**src/rtl/mem_arb_pkg.sv**
```systemverilog
// Shared types and constants for the two-requester memory arbiter.
package mem_arb_pkg;

    localparam int MEM_LAT_DEFAULT = 4;

    typedef enum logic [1:0] {
        IDLE  = 2'd0,
        ISSUE = 2'd1,
        WAIT  = 2'd2,
        DONE  = 2'd3
    } arb_state_t;

    typedef logic req_id_t;

endpackage

```
**src/rtl/mem_arbiter_slot.sv**
```systemverilog
// Per-requester slot: holding register, pend flag (set wins over clear), rdata register.
module arb_req_slot #(
    parameter int AW = 16,
    parameter int DW = 32
) (
    input  logic          clk,
    input  logic          reset,
    input  logic          i_strobe,
    input  logic          i_rw,
    input  logic [AW-1:0] i_addr,
    input  logic [DW-1:0] i_wdata,
    input  logic          i_done,
    input  logic          i_load_rdata,
    input  logic [DW-1:0] i_mem_rdata,
    output logic          o_pend,
    output logic          o_rw,
    output logic [AW-1:0] o_addr,
    output logic [DW-1:0] o_wdata,
    output logic [DW-1:0] o_rdata
);

    logic          r_pend;
    logic          r_rw;
    logic [AW-1:0] r_addr;
    logic [DW-1:0] r_wdata;
    logic [DW-1:0] r_rdata;

    // Request capture, completion clear and read-data capture.
    always_ff @(posedge clk) begin
        if (reset) begin
            r_pend  <= 1'b0;
            r_rw    <= 1'b0;
            r_addr  <= {AW{1'b0}};
            r_wdata <= {DW{1'b0}};
            r_rdata <= {DW{1'b0}};
        end else begin
            // A new strobe is only accepted when free or in its own DONE cycle.
            if (i_strobe && (!r_pend || i_done)) begin
                r_pend  <= 1'b1;
                r_rw    <= i_rw;
                r_addr  <= i_addr;
                r_wdata <= i_wdata;
            end else if (i_done) begin
                r_pend  <= 1'b0;
            end else begin
                r_pend  <= r_pend;
            end
            if (i_load_rdata && !r_rw) begin
                r_rdata <= i_mem_rdata;
            end else begin
                r_rdata <= r_rdata;
            end
        end
    end

    assign o_pend  = r_pend;
    assign o_rw    = r_rw;
    assign o_addr  = r_addr;
    assign o_wdata = r_wdata;
    assign o_rdata = r_rdata;

endmodule

```
**src/rtl/mem_arbiter.sv**
```systemverilog
// Two-requester main-memory arbiter with fixed-latency access timing.
// Build option: ARB_FIXED_PRIO_EN selects fixed priority (requester 1 wins ties).
module mem_arbiter
    import mem_arb_pkg::*;
#(
    parameter int AW      = 16,
    parameter int DW      = 32,
    parameter int MEM_LAT = MEM_LAT_DEFAULT,
    parameter int CW      = 4
) (
    input  logic          clk,
    input  logic          reset,
    input  logic          req0_strobe,
    input  logic          req0_rw,
    input  logic [AW-1:0] req0_addr,
    input  logic [DW-1:0] req0_wdata,
    output logic          req0_rdy,
    output logic [DW-1:0] req0_rdata,
    input  logic          req1_strobe,
    input  logic          req1_rw,
    input  logic [AW-1:0] req1_addr,
    input  logic [DW-1:0] req1_wdata,
    output logic          req1_rdy,
    output logic [DW-1:0] req1_rdata,
    output logic          mem_strobe,
    output logic          mem_rw,
    output logic [AW-1:0] mem_addr,
    output logic [DW-1:0] mem_wdata,
    input  logic [DW-1:0] mem_rdata,
    output logic [1:0]    grant,
    output logic          busy
);

    arb_state_t    r_state;
    arb_state_t    w_state_nxt;
    req_id_t       r_owner;
    req_id_t       w_owner_nxt;
    logic [CW-1:0] r_cnt;
`ifndef ARB_FIXED_PRIO_EN
    req_id_t       r_last_grant;
`endif

    logic          w_pend0, w_pend1;
    logic          w_rw0, w_rw1;
    logic [AW-1:0] w_addr0, w_addr1;
    logic [DW-1:0] w_wdata0, w_wdata1;
    logic          w_done0, w_done1;
    logic          w_load, w_active;

    assign w_load   = (r_state == WAIT) && (r_cnt == CW'(1'b1));
    assign w_active = (r_state == ISSUE) || (r_state == WAIT);
    assign w_done0  = (r_state == DONE) && (r_owner == 1'b0);
    assign w_done1  = (r_state == DONE) && (r_owner == 1'b1);

    arb_req_slot #(.AW(AW), .DW(DW)) u_slot0 (
        .clk(clk), .reset(reset),
        .i_strobe(req0_strobe), .i_rw(req0_rw), .i_addr(req0_addr), .i_wdata(req0_wdata),
        .i_done(w_done0), .i_load_rdata(w_load && (r_owner == 1'b0)), .i_mem_rdata(mem_rdata),
        .o_pend(w_pend0), .o_rw(w_rw0), .o_addr(w_addr0), .o_wdata(w_wdata0), .o_rdata(req0_rdata)
    );

    arb_req_slot #(.AW(AW), .DW(DW)) u_slot1 (
        .clk(clk), .reset(reset),
        .i_strobe(req1_strobe), .i_rw(req1_rw), .i_addr(req1_addr), .i_wdata(req1_wdata),
        .i_done(w_done1), .i_load_rdata(w_load && (r_owner == 1'b1)), .i_mem_rdata(mem_rdata),
        .o_pend(w_pend1), .o_rw(w_rw1), .o_addr(w_addr1), .o_wdata(w_wdata1), .o_rdata(req1_rdata)
    );

    // Next-state and owner selection.
    always_comb begin
        w_state_nxt = r_state;
        w_owner_nxt = r_owner;
        case (r_state)
            IDLE: begin
                if (w_pend0 && w_pend1) begin
                    w_state_nxt = ISSUE;
`ifdef ARB_FIXED_PRIO_EN
                    w_owner_nxt = 1'b1;
`else
                    w_owner_nxt = ~r_last_grant;
`endif
                end else if (w_pend0 || w_pend1) begin
                    w_state_nxt = ISSUE;
                    w_owner_nxt = w_pend1;
                end else begin
                    w_state_nxt = IDLE;
                end
            end
            ISSUE: w_state_nxt = WAIT;
            WAIT: begin
                if (r_cnt == CW'(1'b1)) begin
                    w_state_nxt = DONE;
                end else begin
                    w_state_nxt = WAIT;
                end
            end
            DONE:    w_state_nxt = IDLE;
            default: w_state_nxt = IDLE;
        endcase
    end

    // State, owner, round-robin history and latency counter.
    always_ff @(posedge clk) begin
        if (reset) begin
            r_state      <= IDLE;
            r_owner      <= 1'b0;
            r_cnt        <= {CW{1'b0}};
`ifndef ARB_FIXED_PRIO_EN
            r_last_grant <= 1'b1;
`endif
        end else begin
            r_state <= w_state_nxt;
            r_owner <= w_owner_nxt;
`ifndef ARB_FIXED_PRIO_EN
            if ((r_state == IDLE) && (w_state_nxt == ISSUE)) begin
                r_last_grant <= w_owner_nxt;
            end else begin
                r_last_grant <= r_last_grant;
            end
`endif
            if (r_state == ISSUE) begin
                r_cnt <= CW'(MEM_LAT);
            end else if (r_state == WAIT) begin
                r_cnt <= r_cnt - CW'(1'b1);
            end else begin
                r_cnt <= r_cnt;
            end
        end
    end

    // Output decode from registered state; access fields are zero outside ISSUE/WAIT.
    always_comb begin
        mem_strobe = (r_state == ISSUE);
        busy       = (r_state != IDLE);
        req0_rdy   = w_done0;
        req1_rdy   = w_done1;
        mem_rw     = 1'b0;
        mem_addr   = {AW{1'b0}};
        mem_wdata  = {DW{1'b0}};
        grant      = 2'b00;
        if (w_active) begin
            mem_rw    = r_owner ? w_rw1    : w_rw0;
            mem_addr  = r_owner ? w_addr1  : w_addr0;
            mem_wdata = r_owner ? w_wdata1 : w_wdata0;
        end else begin
            mem_rw    = 1'b0;
        end
        if (r_state != IDLE) begin
            grant = r_owner ? 2'b10 : 2'b01;
        end else begin
            grant = 2'b00;
        end
    end

endmodule

```
**config.mk**
```make
export PLATFORM = sky130hd
export DESIGN_NAME = mem_arbiter
export DESIGN_NICKNAME = d
export VERILOG_FILES = /design/src/rtl/mem_arb_pkg.sv /design/src/rtl/mem_arbiter_slot.sv /design/src/rtl/mem_arbiter.sv
export SDC_FILE = /design/constraint.sdc
export NUM_CORES = 1
export LEC_CHECK = 0
export CORE_MARGIN = 1.5
export CORE_UTILIZATION = 50
export CTS_CLUSTER_DIAMETER = 60
export DETAILED_ROUTE_END_ITERATION = 8
export DONT_BUFFER_PORTS = 1
export PLACE_DENSITY = 0.64
export SYNTH_ARGS = -nofsm -noshare
export SYNTH_HDL_FRONTEND = slang
export SYNTH_HIERARCHICAL = 1
export SYNTH_SLANG_ARGS = --single-unit
```
**constraint.sdc**
```tcl
create_clock -name clk -period 1.6 [get_ports clk]
set_clock_uncertainty 0.05 [all_clocks]
set_input_delay 0.4 -clock clk [delete_from_list [all_inputs] [get_ports clk]]
set_output_delay 0.4 -clock clk [all_outputs]
set_load 0.005 [all_outputs]
```
==> flow_summary.ini, run 1 <==
[clock_tree]
cts_buffer_depth = 2
cts_tree = yes
clkSlewWorstSetupHoldPaths_ps = 80
cts_made_buffers = 17
cts_sinks = 172
cts_root_buf = clkbuf_16
cts_max_level = 4
clk_latency_ps = 430

[global_routing]
track_usage = 0.2511
grt_pass1_wl_um = 31770
first_global_vias = 5906
overflow = 0
grt_start_max_net_pins = 201
antenna_found_initial = 0

[finish]
nNetsFinal = 1045
area_growth_syn_to_layout_pct = 34.46
layout-drive-gt1-share = 0.3453
antenna_cells = 0
design_area_um2 = 10740

[logic_synthesis]
ys_warn_count = 6
async_flop_share = 0
ys_types = 29
synth.net_count = 1013
synth.ff_latch_count = 172
synth-edff-count = 0
synth_area_um2 = 7985
synth_flop_cell = dfxtp_1
syn_inst = 873
synth_seq_area_share = 0.4312
syn-mean-instance-area_um2 = 9.147

[detailed_routing]
first_iter_violations = 344
wl_per_cell_um = 21.71
drt-total-wl_um = 24620
drt_pass1_iterations = 5
drcViolationCount = 0
final_antenna_net_count = 0
wl_met1_um = 9307
viasPerCell = 5.549
met3_length_um = 2274
routed.top_layer = met4
met2_length_um = 11920
vias = 6292

[floorplan]
io_pins = 253
start_util = 0.5082
core_um2 = 15710
die_h_um = 129.4
dieWidth_um = 129.4
dieArea_um2 = 16740
num_rows = 46

[critical_path]
worstSetupPathType = flop to flop
worstSetupEndpointType = flop
startpoint_type = flop
worstPathMaxFanout = 8
worst_ep_arrival_time_ps = 2340
cp.required_ps = 1900

[run_status]
failed_checks = capacitance limit, slew limit, setup timing
status = complete, but fails checks

[timing]
rsz0062_at_grt = true
slew-limit-headroom = -0.03494
maxSlewViolCount = 25
finalSetupViolations = 216
setup_tns_ps = -51450
layout_min_cycle_time_ps = 2041
finalCritPeriodShare = 1.275
fin_ws_ps = -440.8
hold_viol_final = 0
worst_pin_slew_ps = 1552
fmax_ghz = 0.4900

[placement]
routabilityCongestion = 0.7752
io_buffers = 0
dp_hpwl_um = 12500
place_ws_ps = -139.3
place_area_um2 = 8243

[job]
cap_violations = 1

[pwr]
total_power_uw = 11840
p_leak_uw = 0.003958
power_density_nw_per_um2 = 1102
ir_drop_uv = 752.0

[min_path]
hold_path_class = input pin to flop
[path summary, 6_finish.rpt]
| kind | from | endpoint | slack (ps) | cells past startpoint |
|---|---|---|---|---|
| max | r_state[0] | u_slot0/o_rdata[7] | -440 | 10 |
| min reg2reg | u_slot1/o_wdata[31] | u_slot1/o_wdata[31] | 420 | 2 |
| max reg2reg | r_state[0] | u_slot0/o_rdata[7] | -440 | 10 |
| min | mem_rdata[1] | u_slot1/o_rdata[1] | 20 | 2 |
[worst max-delay path: stages, from the launching register on]
cell and delay, ps:
dfxtp_2 320, inv_2 90, buf_6 110, ha_4 120, and4bb_2 260, nor2b_4 180, nor2b_4 260, buf_4 160
buf_12 130, nand2_1 100, a21oi_1 150
[per-stage QoR]
step,util,hold slack (ps),cells
after floorplan,-,397.6,873
after global placement,0.5246,406.3,1049
after detailed placement,0.5246,410.3,1049
after CTS,0.6237,17.68,1116
after global routing,0.6833,6.868,1134
final,0.6833,24.70,1134
[flip-flops by register name (all words and copies together) (netlist names)]
signal and count:
r_owner 1, u_slot0/o_rw 1, u_slot0/o_pend 1, u_slot1/o_rdata 32, u_slot0/o_rdata 32, u_slot1/o_pend 1
r_cnt 4, r_last_grant 1, u_slot1/o_addr 16, r_state 2, u_slot0/o_addr 16, u_slot0/o_wdata 32
u_slot1/o_wdata 32, u_slot1/o_rw 1
[power by group]
| group | switching [uW] | internal (uW) |
|---|---|---|
| combinational | 1270 | 1660 |
| clock | 1970 | 2240 |
| sequential | 170 | 4530 |
| total | 3410 | 8430 |
[Yosys cell counts, types with 2 or more instances]
library cell,count,area [um^2]
xnor2_1,2,17.52
a21oi_1,66,330.3
mux2i_1,148,1481
buf_2,24,120.1
buf_4,7,52.55
buf_6,8,90.09
dfxtp_1,172,3443
nand2_1,130,488.0
clkbuf_1,25,93.84
inv_1,6,22.52
nor2b_1,55,344.1
ha_1,6,75.07
and2_1,2,12.51
nor2_1,7,26.28
nand2b_1,199,1245
a21boi_2,2,22.52
inv_2,2,7.510
[repair_timing]
action | in CTS | in global routing
cloned | 14 | 12
endpoints found under the hold margin | 48 | 0
resized for setup | 114 | 210
hold buffers | 3 | 0
setup endpoints to repair | 216 | 219
buffers inserted | 18 | 17
pin swaps | 4 | 74
[kinds of logic (layout without fill, tap and decap cells)]
| kind of cell | after synthesis | after routing | synth area share |
|---|---|---|---|
| buffers and inverters | 72 | 117 | 0.04842 |
| adders and majority gates | 6 | 6 | 0.009401 |
| xor gates and xnor gates | 2 | 2 | 0.002194 |
| DFF | 172 | 172 | 0.4312 |
| muxes | 148 | 148 | 0.1855 |
| and+or+nand+nor | 399 | 399 | 0.2734 |
| AOI/OAI and AO/OA | 74 | 74 | 0.04983 |
[cell usage in the layout (no fill, tap or decap), drive strengths merged, types with 2 or more instances in the layout]
| cell | instances |
|---|---|
| a21boi | 2 |
| a21oi | 66 |
| clkinv | 2 |
| xnor2 | 2 |
| dfxtp | 172 |
| nand2b | 199 |
| nor2b | 55 |
| clkbuf | 28 |
| clkinvlp | 2 |
| mux2i | 148 |
| inv | 18 |
| and2 | 2 |
| nor3 | 2 |
| nand2 | 130 |
| ha | 6 |
| buf | 63 |
| nor2 | 7 |
[layout make-up]
type,count,area (um^2)
clock buffer,17,425.4
timing repair buffer,77,1274
sequential,172,3451
tap,216,270.3
multi-input combinational,629,5116
clock inverter,15,170.2
inverter,8,30.03
fill,1139,4976
[layer usage]
metal,global-route usage,vias up
li1,-,2911
met1,0.2819,2984
met2,0.4290,305
met3,0.08877,92
met4,0.1124,0
met5,0,-
No activity file was read; power rests on OpenSTA's default activity.
==> run 2: changes to the inputs <==
--- a/config.mk
+++ b/config.mk
@@ -11,6 +11,7 @@
 export DETAILED_ROUTE_END_ITERATION = 8
 export DONT_BUFFER_PORTS = 1
 export PLACE_DENSITY = 0.64
+export RECOVER_POWER = 25
 export SYNTH_ARGS = -nofsm -noshare
 export SYNTH_HDL_FRONTEND = slang
 export SYNTH_HIERARCHICAL = 1
==> results of run 2 <==
No change in the layout: final DEF, timing and power equal those of run 1.
